**config.mk**
```make
export PLATFORM = sky130hd
export DESIGN_NAME = param_fifo
export DESIGN_NICKNAME = d
export VERILOG_FILES = /design/src/rtl/param_fifo.sv
export SDC_FILE = /design/constraint.sdc
export NUM_CORES = 1
export LEC_CHECK = 0
export CORE_ASPECT_RATIO = 0.75
export CORE_MARGIN = 8
export CORE_UTILIZATION = 35
export CTS_CLUSTER_DIAMETER = 150
export DETAILED_ROUTE_END_ITERATION = 10
export PLACE_DENSITY_LB_ADDON = 0.08
export SYNTH_ARGS = -nofsm -noshare
export SYNTH_HDL_FRONTEND = slang
export SYNTH_SLANG_ARGS = --single-unit
```
**constraint.sdc**
```tcl
create_clock -name clk -period 2.35 [get_ports clk]
set_input_delay 0.5875 -clock clk [delete_from_list [all_inputs] [get_ports clk]]
set_output_delay 0.5875 -clock clk [all_outputs]
set_load 0.01 [all_outputs]
```
**src/rtl/param_fifo.sv**
```systemverilog
// param_fifo: parameterised first-word fall-through FIFO.
// It has registered full/empty/count/head-data outputs and sticky overflow/underflow flags.
module param_fifo #(
   parameter int unsigned W     = 8,
   parameter int unsigned DEPTH = 4
) (
   input  logic                     clk,
   input  logic                     resetn,
   input  logic [W-1:0]             d_in,
   input  logic                     wr_en,
   output logic                     full,
   input  logic                     rd_en,
   output logic [W-1:0]             d_out,
   output logic                     empty,
   output logic [$clog2(DEPTH):0]   count,
   output logic                     ovf,
   output logic                     udf
);

   localparam int unsigned AW = $clog2(DEPTH);
   localparam int unsigned CW = AW + 1;

   logic [W-1:0]  mem_q [DEPTH];

   logic [AW-1:0] wp_q, wp_d;
   logic [AW-1:0] rp_q, rp_d;
   logic [CW-1:0] count_q, count_d;
   logic          full_q, full_d;
   logic          empty_q, empty_d;
   logic [W-1:0]  d_out_q, d_out_d;
   logic          ovf_q, ovf_d;
   logic          udf_q, udf_d;

   logic          wr_ok;
   logic          rd_ok;
   logic [CW-1:0] kept;

   // Accept/reject decisions, pointer and count update, and the next head-of-queue value.
   always_comb begin
      wr_ok   = wr_en && !full_q;
      rd_ok   = rd_en && !empty_q;
      wp_d    = wp_q;
      rp_d    = rp_q;
      count_d = count_q;
      d_out_d = '0;
      ovf_d   = ovf_q | (wr_en & full_q);
      udf_d   = udf_q | (rd_en & empty_q);

      if (wr_ok) begin
         wp_d = wp_q + AW'(1);
      end
      if (rd_ok) begin
         rp_d = rp_q + AW'(1);
      end

      case ({wr_ok, rd_ok})
         2'b10:   count_d = count_q + CW'(1);
         2'b01:   count_d = count_q - CW'(1);
         default: count_d = count_q;
      endcase

      full_d  = (count_d == CW'(DEPTH));
      empty_d = (count_d == '0);

      // Entries that survive this edge's read. If none survive, the new head is the word written this edge.
      kept = count_q - CW'(rd_ok);
      if (empty_d) begin
         d_out_d = '0;
      end else if (kept == '0) begin
         d_out_d = d_in;
      end else begin
         d_out_d = mem_q[rp_d];
      end
   end

   // Control and status registers, cleared asynchronously.
   always_ff @(posedge clk or negedge resetn) begin
      if (!resetn) begin
         wp_q    <= '0;
         rp_q    <= '0;
         count_q <= '0;
         full_q  <= 1'b0;
         empty_q <= 1'b1;
         d_out_q <= '0;
         ovf_q   <= 1'b0;
         udf_q   <= 1'b0;
      end else begin
         wp_q    <= wp_d;
         rp_q    <= rp_d;
         count_q <= count_d;
         full_q  <= full_d;
         empty_q <= empty_d;
         d_out_q <= d_out_d;
         ovf_q   <= ovf_d;
         udf_q   <= udf_d;
      end
   end

   // Storage array; contents are never reset, only made unreachable by clearing the pointers.
   always_ff @(posedge clk) begin
      if (wr_ok) begin
         mem_q[wp_q] <= d_in;
      end
   end

   assign full  = full_q;
   assign empty = empty_q;
   assign count = count_q;
   assign d_out = d_out_q;
   assign ovf   = ovf_q;
   assign udf   = udf_q;

endmodule

```
# --- After elaboration in Yosys (flattened, before gate mapping) ---
# Memory sizes are Yosys's and may differ from the RTL's.
# Cells that the tools add are included.
# Widths: inputs -> output; s select.
totals:
  register_bits: 19
  ramBits: 32
  in_bits: 12
  wordCells: 33
  mem_count: 1
memory_table:
  columns: ["name", "words", "word_bits", "rd", "rd_clocked_by_memory_dff", "write_ports", "line", "text"]
  rows:
  - ["mem_q", 4, 8, 1, 0, 1, "23", "logic [W-1:0] mem_q [DEPTH];"]
classes:
  n_addsub: 5
  eq_ne: 3
  n_mux: 6
  n_bitwise: 4
  reduce_logical: 6
ops:
  columns: ["operator", "n"]
  rows:
  - ["$mux 8", 2]
  - ["$logic_not 3->1", 2]
  - ["$pmux 3 s2", 1]
  - ["$add 2x1->2 const B", 2]
  - ["$add 3x1->3 const B", 1]
  - ["$eq 3x3->1 const B", 1]
  - ["$sub 3x1->3", 1]
  - ["$sub 3x1->3 const B", 1]
  - ["$and 1x1->1", 2]
  - ["$eq 2x1->1 const B", 1]
  - ["$eq 2x2->1 const B", 1]
  - ["$logic_and 1x1->1", 2]
  - ["$logic_not 1->1", 2]
  - ["$mux 1", 2]
  - ["$mux 2", 1]
  - ["$or 1x1->1", 2]

# --- Depth between registers and ports, before layout ---
# Gate-level depths: netlist of the first run.
depth:
  word_depth: 6
  depth_mapped: 9

# --- Worst setup path before layout of the first run ---
# No wires, ideal clock.
synth_timing:
  path_kind: "input port to flip-flop"
  start: "input wr_en"
  end: "register d_out_q[0], in the netlist d_out[0]"
  setup_ns: 0.144
  arrival_ns: 2.364
  slack_ns: -0.158
  stages: 9
  n_path_buf: 1
  cell_sequence: "nor2b_1 clkbuf_1 inv_1 ha_1 fa_1 xnor2_1 o21a_1 nor3_4 a211oi_2"
synth_via:
  elab_chain_cells: 5
  word_cells_on_any_way: 6
  cone_classes: "2 x eq/ne; 2 x mux; 2 x reduce/logical"
synth_lines:
  columns: ["element", "line", "text"]
  rows:
  - ["start: declaration", "10", "input logic wr_en,"]
  - ["$logic_and 1x1->1 *", "40", "wr_ok = wr_en && !full_q;"]
  - ["$eq 2x1->1 or $eq 2x2->1 (tied branches)", "56", "case ({wr_ok, rd_ok})"]
  - ["$pmux 3 s2 *", "56", null]
  - ["$logic_not 3->1 *", "63", "empty_d = (count_d == '0);"]
  - ["net empty_d", "29", "logic empty_q, empty_d;"]
  - ["$mux 8 *", "67", "if (empty_d) begin"]
  - ["net d_out_d[0]", "30", "logic [W-1:0] d_out_q, d_out_d;"]
  - ["end signal: assignment", "93", "d_out_q <= d_out_d;"]
  - ["end: declaration", "30", null]
# Mark *: on every way through the listed nets, which the timed path passes. The rest lies on a longest branch.
# A chain may end at the register's enable or synchronous reset.

# --- Worst setup path after layout of the first run ---
# Ends and elaborated chain as after synthesis.

==> results_dict.tcl, run 1 <==
set metrics [dict create \
    drv_cap 0 \
    syn_nets 180 \
    tritoncts "yes" \
    finalCritPeriodShare 0.9803 \
    tritoncts.num_buffers 5 \
    synth_edf_count 32 \
    setup-violations-final 0 \
    power_leakage_nw 1.153 \
    post_route_cells_drive_above_1_share 0.2967 \
    dieWidth_microns 110.9 \
    holdCritPathClass "reg2reg" \
    max_slew.worst_pin.slew_ns 0.4649 \
    p_total_mw 4.082 \
    worstSetupPathType "in2reg" \
    ys_ff_latch 51 \
    grt_pass1_vias 1641 \
    finalMaxSlewViolations 0 \
    placement.cell_area_sq_um 2888 \
    synthesis.yosys.warnings 0 \
    post_synth_num_cell_types 33 \
    ioPinCount 27 \
    worst_skew_pair.late_latency_ns 0.30 \
    share_of_synthesized_registers_carrying_an_async_set_or_reset 0.3725 \
    maxClockFrequency_mhz 434.1 \
    power.ir.vdd_worst_uv 489.0 \
    drt_iter0_markers 99 \
    syn-mean-instance-area_sq_um 14.61 \
    pwr-share-seq 0.349 \
    detail_route.first_pass.iterations 4 \
    timing.critical_path.fanout_max 5 \
    period_minus_slack_ns 2.304 \
    p_int_mw 2.668 \
    rsz0062_at_grt "true" \
    design.core.area_sq_um 6669 \
    placement.io_buffers 26 \
    power_per_cell_area_nw_per_um2 1324 \
    rows 26 \
    gp_congestion 0.7383 \
    postSynthCellCount 162 \
    clock_tree.root_cell "sky130_fd_sc_hd__clkbuf_8" \
    grt_start_max_net_pins 20 \
    cts_hold_repair.buffers 0 \
    initial_utilization 0.3548 \
    detail_route.wirelength_mm 5.471 \
    synthMostInstantiatedCell "sky130_fd_sc_hd__edfxtp_1" \
    max-slew-margin-rel 0.6901 \
    cts-root-to-sink-buffers 2 \
    post_synth_main_area_contributors "sky130_fd_sc_hd__edfxtp_1 41%, sky130_fd_sc_hd__dfrtp_1 19%, sky130_fd_sc_hd__mux2i_1 6.8%, sky130_fd_sc_hd__mux2_2 4.3%, sky130_fd_sc_hd__a211oi_2 4.2%" \
    total_via_count_after_detailed_routing 1443 \
    first_pass_grt_wire_length_mm 8.673 \
    comb_power_share 0.500 \
    postLayoutCellArea_sq_um 3084 \
    areaGrowthSynthToFinish_pct 30.35 \
    vias_per_cell 4.925 \
    crit_path_start_kind "primary input" \
    predominant_post_synthesis_flop_cell "sky130_fd_sc_hd__edfxtp_1" \
    timing.critical_path.required_ns 2.54 \
    finish.net_count 226 \
    die_area_sq_um 9675 \
    groute.usage.overall 0.1189 \
    clock_power_share 0.151 \
    wl_per_cell_microns 18.67 \
    final_antenna_net_count 0 \
    netlist.top_cell.by_area "sky130_fd_sc_hd__edfxtp_1" \
    power_switching_share 0.3465 \
    dp_hpwl_mm 3.740 \
    synth_top_area_share 0.4061 \
    setup.worst_path.end_class "register" \
    hold_viol 0 \
    clock_skew_ns 0.01328 \
    worst_hold_slack_ns 0.4643 \
    switching_power_mw 1.415 \
    mappedNetlistArea_sq_um 2366 \
    worst-endpoint-arrival_ns 2.49 \
    cts_sinks 51 \
    num_antenna_cells 0 \
    seq_area_frac_synth 0.6076 \
    die_height_microns 87.21 \
    route.detailed.drc 0 \
    utilization 0.4625 \
    synth.cells.most_frequent "32 x sky130_fd_sc_hd__edfxtp_1, 18 x sky130_fd_sc_hd__dfrtp_1, 16 x sky130_fd_sc_hd__mux2i_1" \
    clock_tree.htree_level_count 2 \
    number_of_antenna_violations_at_the_first_check_in_global_routing 0 \
    total_congestion_overflow 0 \
    status "complete, no violations" \
    clkTransAtPathRegs_ns 0.10 \
]
[critical path: stages]
cell                            delay [ns]
sky130_fd_sc_hd__dlygate4sd2_1        0.24
sky130_fd_sc_hd__nor2b_4              0.13
sky130_fd_sc_hd__inv_2                0.06
sky130_fd_sc_hd__ha_4                 0.14
sky130_fd_sc_hd__fa_2                 0.45
sky130_fd_sc_hd__nor3b_2              0.25
sky130_fd_sc_hd__nor2_2               0.07
sky130_fd_sc_hd__nor3_4               0.34
sky130_fd_sc_hd__buf_12               0.17
sky130_fd_sc_hd__a211oi_2             0.04
[cells in the final DEF (no fill, tap or decap), drive strengths merged]
| cell type | netlist | routed |
|---|---|---|
| edfxtp | 32 | 32 |
| clkdlybuf4s50 | 0 | 24 |
| buf | 7 | 21 |
| dfrtp | 18 | 18 |
| mux2i | 16 | 16 |
| nor3 | 10 | 10 |
| mux2 | 9 | 9 |
| nand2 | 9 | 9 |
| nand3b | 8 | 8 |
| o211ai | 8 | 8 |
| a211oi | 8 | 8 |
| clkbuf | 1 | 5 |
| ha | 5 | 5 |
| inv | 5 | 5 |
| and2 | 4 | 4 |
| xnor2 | 4 | 4 |
| or2 | 3 | 3 |
| o21a | 2 | 2 |
| a21o | 2 | 2 |
| xor2 | 2 | 2 |
| nor3b | 2 | 2 |
| clkinv | 0 | 2 |
| nand2b | 1 | 1 |
| and3b | 1 | 1 |
| nor2 | 1 | 1 |
| nor2b | 1 | 1 |
| o21ai | 1 | 1 |
| fa | 1 | 1 |
| bufinv | 0 | 1 |
| dfstp | 1 | 1 |
| dlygate4sd2 | 0 | 1 |
| clkdlybuf4s15 | 0 | 1 |
[kinds of logic (layout without fill, tap and decap cells)]
family | after synthesis | in the layout | synth area share
and+or+nand+nor | 40 | 40 | 0.1026
muxes | 25 | 25 | 0.1105
adders and majority gates | 6 | 6 | 0.03490
xor gates and xnor gates | 6 | 6 | 0.03332
buffers and inverters | 13 | 60 | 0.02855
AOI/OAI and AO/OA | 21 | 21 | 0.08249
DFF | 51 | 51 | 0.6076
[path summary, 6_finish.rpt]
| check | from | endpoint | slack, ns | cells past startpoint |
|---|---|---|---|---|
| max in group asynchronous | resetn | empty$_DFF_PN1_ | 1.46 | 2 |
| hold / removal | ovf$_DFF_PN0_ | ovf$_DFF_PN0_ | 0.46 | 1 |
| setup reg to reg | empty$_DFF_PN1_ | d_out[0]$_DFF_PN0_ | 0.05 | 9 |
| hold reg to reg | ovf$_DFF_PN0_ | ovf$_DFF_PN0_ | 0.46 | 1 |
| min in group asynchronous | resetn | full$_DFF_PN0_ | 0.63 | 2 |
| setup / recovery | wr_en | d_out[0]$_DFF_PN0_ | 0.05 | 10 |
[layer usage]
| layer | share of wire | routed length [microns] | track usage |
|---|---|---|---|
| met1 | 0.44 | 2386 | 0.1355 |
| met2 | 0.51 | 2809 | 0.2144 |
| met3 | 0.041 | 227 | 0.03099 |
| met4 | 0.0088 | 48 | 0.03667 |
| met5 | 0 | 0 | 0 |
[timing repair]
item | in CTS | in global routing
cloned | 1 | 0
setup endpoints to repair | 11 | 8
setup buffers | 3 | 1
resized for setup | 8 | 4
pin swaps | 5 | 7
[flip-flops by register name, indices dropped and copies added, names as in the netlist]
name	cells
count	3
d_out	8
empty	1
full	1
mem_q	32
ovf	1
rp_q	2
udf	1
wp_q	2
[power by group through the flow]
stage                     Combinational, mW  Sequential, mW  Clock, mW
after global placement                 1.83            1.43          0
after floorplan                        1.11            1.45          0
after detailed placement               1.89            1.44          0
after global routing                   2.19            1.46      0.668
after CTS                              2.03            1.43      0.631
final                                  2.04            1.43      0.616
[area by class of cell]
| type | count | area [sq um] |
|---|---|---|
| Clock inverter | 3 | 43.79 |
| Clock buffer | 5 | 68.82 |
| Multi-Input combinational cell | 98 | 908.4 |
| Inverter | 5 | 21.27 |
| Timing Repair Buffer | 47 | 499.2 |
| Fill cell | 590 | 3585 |
| Tap cell | 84 | 105.1 |
| Sequential cell | 51 | 1438 |
[per-stage QoR]
step	std cells	setup WS (ns)	setup TNS, ns
floorplan	162	-0.07535	-0.6332
global placement	280	-0.4501	-4.633
detailed placement	280	-0.5477	-5.660
CTS	292	0.02575	0
global route	293	-0.02366	-0.04342
finish	293	0.04631	0
Note: power is estimated with default switching activity, not from simulation.
==> run 2: changes to the inputs <==
- GPL_TIMING_DRIVEN: default -> 0
==> run 2 against run 1 <==
Compared with the run above: sequential power about the same; hold slack got worse by 0.0042 ns; critical endpoint is now d_out[2]$_DFF_PN0_; via count decreased by 0.69%.
==> results_dict.tcl, run 2 (synthesis results as in run 1) <==
set metrics [dict create \
    worst_skew_pair.late_latency_ns 0.30 \
    max-slew-margin-rel 0.3328 \
    clock_tree.htree_level_count 2 \
    drv_cap 0 \
    number_of_antenna_violations_at_the_first_check_in_global_routing 0 \
    dp_worst_setup_slack_ns -0.9341 \
    r2r.worst_path.cells 10 \
    num_antenna_cells 0 \
    design.core.area_sq_um 6669 \
    route.detailed.drc 0 \
    hold_viol 0 \
    rr_endpoint "d_out[2]$_DFF_PN0_" \
    holdPathEnd "ovf$_DFF_PN0_" \
    power.ir.vdd_worst_uv 391.4 \
    dp_hpwl_mm 3.464 \
    maxClockFrequency_mhz 442.0 \
    flip_flop_count_of_the_largest_register_after_layout 32 \
    initial_utilization 0.3548 \
    tritoncts.num_buffers 5 \
    final_antenna_net_count 0 \
    regToRegStartpoint "empty$_DFF_PN1_" \
    utilization 0.4447 \
    cts_hold_repair.buffers 0 \
    placement.io_buffers 26 \
    cts-root-to-sink-buffers 2 \
    placement.cell_area_sq_um 2759 \
    setup.worst_path.end_class "register" \
    clock_skew_ns 0.005623 \
    reg2reg_slack_ns 0.09 \
    vias_per_cell 5.010 \
    total_congestion_overflow 0 \
    max_slew.worst_pin.slew_ns 0.9976 \
    timing.critical_path.fanout_max 5 \
    period_minus_slack_ns 2.262 \
    total_via_count_after_detailed_routing 1433 \
    timing.critical_path.required_ns 2.53 \
    areaGrowthSynthToFinish_pct 25.33 \
    detail_route.first_pass.iterations 4 \
    detail_route.wirelength_mm 5.266 \
    dieWidth_microns 110.9 \
    gp_congestion 0.6843 \
    post_route_cells_drive_above_1_share 0.2624 \
    finalCritPeriodShare 0.9627 \
    power_per_cell_area_nw_per_um2 1292 \
    drt_iter0_markers 77 \
    tritoncts "yes" \
    cts_sinks 51 \
    ioPinCount 27 \
    finish.net_count 219 \
    register_with_the_highest_flop_count "mem_q" \
    worst-endpoint-arrival_ns 2.45 \
    holdCritStartpoint "ovf$_DFF_PN0_" \
    finalMaxSlewViolations 0 \
    grt_start_max_net_pins 20 \
    clock_tree.root_cell "sky130_fd_sc_hd__clkbuf_8" \
    rsz0062_at_grt "false" \
    clkTransAtPathRegs_ns 0.09 \
    holdCritPathClass "reg2reg" \
    die_height_microns 87.21 \
    first_pass_grt_wire_length_mm 8.673 \
    most_frequent_cells_in_the_layout "32 x sky130_fd_sc_hd__edfxtp_1, 24 x sky130_fd_sc_hd__clkdlybuf4s50_1, 18 x sky130_fd_sc_hd__dfrtp_1" \
    grt_pass1_vias 1598 \
    timing.critical_path.from "empty$_DFF_PN1_" \
    setup-violations-final 0 \
    die_area_sq_um 9675 \
    wl_per_cell_microns 18.41 \
    status "complete, no violations" \
    hold_depth 1 \
    groute.usage.overall 0.1159 \
    mostFrequentLayoutCell "sky130_fd_sc_hd__edfxtp_1" \
    worstSetupPathType "reg2reg" \
    post-route-worst-setup-slack_ns 0.08769 \
    power_leakage_nw 1.093 \
    rows 26 \
    postLayoutCellArea_sq_um 2965 \
    crit_path_start_kind "register" \
]
==> run 2: what timing repair did <==
item,4_1_cts,5_1_grt
resized for setup,13,5
cloned,1,0
pin swaps,7,7
buffers inserted,6,1
endpoints found under the setup margin,11,10
==> run 2: final cells by class <==
class | count | area [sq um]
flip-flops and latches | 51 | 1438
inverters | 5 | 23.77
well taps | 84 | 105.1
multi-input cells | 98 | 914.6
clock buffers | 6 | 72.57
plain buffers | 6 | 37.54
clock inverters | 2 | 8.758
fillers | 592 | 3704
repair buffers | 34 | 365.4
==> run 2: layer usage <==
| metal | global-route usage | share of wire | up-vias |
|---|---|---|---|
| met5 | 0 | 0 | - |
| met4 | 0.03301 | 0.0097 | 0 |
| met3 | 0.02893 | 0.046 | 8 |
| met2 | 0.2014 | 0.51 | 29 |
| met1 | 0.1393 | 0.43 | 723 |
| li1 | - | - | 673 |
==> run 2: how the worst max path moves through the flow <==
stage | cells after the start | slack (ns) | endpoint
finish | 10 | 0.09 | d_out[2]$_DFF_PN0_
global route | 10 | 0.003 | d_out[3]$_DFF_PN0_
CTS | 11 | -0.01 | d_out[3]$_DFF_PN0_
detailed placement | 10 | -0.93 | d_out[3]$_DFF_PN0_
global placement | 10 | -0.90 | d_out[3]$_DFF_PN0_
floorplan | 9 | -0.08 | d_out[0]$_DFF_PN0_
==> run 2: worst max-delay path, stage by stage, from the launching register on <==
cell and delay (ns):
sky130_fd_sc_hd__dfstp_2 0.53, sky130_fd_sc_hd__nand2b_4 0.15, sky130_fd_sc_hd__inv_4 0.04, sky130_fd_sc_hd__ha_4 0.15, sky130_fd_sc_hd__fa_2 0.44, sky130_fd_sc_hd__nor3b_4 0.22
sky130_fd_sc_hd__nor2_2 0.07, sky130_fd_sc_hd__nor3_4 0.24, sky130_fd_sc_hd__buf_12 0.15, sky130_fd_sc_hd__buf_12 0.11, sky130_fd_sc_hd__a211oi_2 0.04
==> run 2: power by group <==
| group | switching, mW | internal (mW) | total, mW |
|---|---|---|---|
| clock | 0.275 | 0.205 | 0.480 |
| combinational | 0.929 | 1.02 | 1.95 |
| sequential | 0.159 | 1.24 | 1.40 |
==> run 2: per-stage QoR <==
stage	setup TNS, ns	std cells	power, mW	hold slack (ns)
finish	0	286	3.832	0.4601
global route	0	286	4.101	0.4940
CTS	-0.03810	287	3.882	0.4641
detailed placement	-9.433	272	3.162	0.4441
global placement	-8.766	272	3.113	0.4360
floorplan	-0.6332	162	2.560	0.2919
==> patch: new RTL, flow settings as in run 1 <==
Set the parameter `DEPTH` to 2 (it was 4).
--- a/src/rtl/param_fifo.sv
+++ b/src/rtl/param_fifo.sv
@@ -4,3 +4,3 @@
    parameter int unsigned W     = 8,
-   parameter int unsigned DEPTH = 4
+   parameter int unsigned DEPTH = 2
 ) (
Ports: changed (resized count); port bits go from 27 to 26. No check against the original RTL was run, so the function may have changed too.
==> patch against run 1 <==
- routed wire length is 55% lower
- die area is 37% lower
- worst setup slack better by 270 ps
- design area is 42% lower
- area after synthesis is 43% lower
- sequential cell count is 19 lower
- total power is 39% lower
- largest cell class unchanged
- highest routed layer unchanged
==> patch: results (changes against run 1) <==
| Metric | Value |
|---|---|
| Dpl cell area | 0.00171 mm² (-41%) |
| Crit path largest cell delay | 480 ps (+30 ps) |
| WL final | 2460 µm (-55%) |
| CP Data Arrival Time | 2220 ps (-270 ps) |
| Syn nets | 103 (-43%) |
| EDFF count, synth | 16 (-50%) |
| Leakage | 0.686 nW (-41%) |
| Hold Path Origin | udf |
| Vias | 808 (-44%) |
| GRT Util Overall | 9.21% (-2.7 points) |
| Number of flip-flops in the largest register | 16 (-50%) |
| Wire per inst | 13.6 µm (-27%) |
| Worst path top cell family by delay | compound AO/OA/AOI/OAI gates |
| First-pass GRT wire length | 4090 µm (-53%) |
| Reg-to-Reg End | d_out[5] |
| Status | completed |
| Sequential element share of the synthesized area | 65.8% (+5.1 points) |
| Post-cts sizing count | 0 (-8) |
| Ratio of cells with drive above 1 in the final layout | 27.9% (-1.8 points) |
| Cells after synthesis | 90 (-44%) |
| # nets final | 141 (-38%) |
| Synth top cells by count | 16 x edfxtp_1, 15 x dfrtp_1, 11 x nor2_1 |
| Register Area | 882 µm² (-39%) |
| Placed cells | 173 (-38%) |
| R2R setup slack | 620 ps (+570 ps) |
| Post CTS Setup Buffer Count | 0 (-3) |
| Final Skew | 2.55 ps (-10.7 ps) |
| Worst-path clk slew | 60 ps (-40 ps) |
| Setup WS pre-CTS | 5.38 ps (+553 ps) |
| Count of cell types in the netlist | 22 (-33%) |
| Top cells by area, synth | edfxtp_1 36%, dfrtp_1 28%, a311oi_2 9.0% |
| Largest net degree at the start of global routing | 17 (-15%) |
| Clock Latency Late Sink | 280 ps (-20 ps) |
| Hpwl dp | 1720 µm (-54%) |
| Hold endpoint | udf |
| CP max stage cell | clkdlybuf4s50_1 |
| Iter 0 DRT Violations | 59 (-40%) |
| Vias in the first global route | 874 (-47%) |
| # fillers | 344 (-42%) |
| GPL Wtd Cong | 0.689 (-6.7%) |
| Worst-path fanout max | 9 (+4) |
| Worst VDD drop | 492 µV (+0.64%) |
| Post-synth ARST share | 50.0% (+13 points) |
| Clk buf depth | 2 (unchanged) |
[patch: cell type report]
cell class,instances,share of cell area [%]
timing repair buffer,34,18.4
inverter,2,0.696
clock inverter,1,0.209
sequential,32,49.1
multi-input combinational,53,23.2
clock buffer,7,4.80
tap,52,3.62
[patch: how the worst max path moves through the flow]
| stage | start | to | slack (ps) | depth (start not counted) |
|---|---|---|---|---|
| after floorplan | rd_en | d_out[0] | 500 | 6 |
| after global placement | rd_en | d_out[0] | 40 | 6 |
| after detailed placement | rd_en | d_out[3] | 5 | 6 |
| after CTS | rd_en | d_out[1] | 310 | 7 |
| after global routing | wr_en | d_out[0] | 220 | 6 |
| final | rd_en | d_out[5] | 320 | 6 |
[patch: metal layers]
layer	up-vias	global-route usage [%]	share of wire, %
li1	392	-	-
met3	8	3.91	6.3
met4	0	6.27	2.9
met2	17	13.6	45
met5	-	0	0
met1	391	10.5	46
[patch: stage by stage]
step           hold slack [ps]  power [mW]
5_1_grt                    476        2.63
4_1_cts                    459        2.52
3_5_place_dp               448        2.08
6_report                   456        2.47
3_3_place_gp               441        2.07
2_1_floorplan              292        1.64
[patch: power breakdown]
part | total [mW] | switching (mW) | internal [mW] | leakage [nW]
sequential | 0.894 | 0.102 | 0.792 | 0.334
clock | 0.425 | 0.191 | 0.234 | 0.0459
combinational | 1.15 | 0.551 | 0.600 | 0.306
total | 2.47 | 0.844 | 1.63 | 0.686
[patch: cells by family after synthesis]
family	synth area share [%]
flops	65.8
fa+ha+maj	0.934
compound gates	10.6
simple gates	12.6
buf+inv	2.99
xor+xnor	5.32
mux	1.68
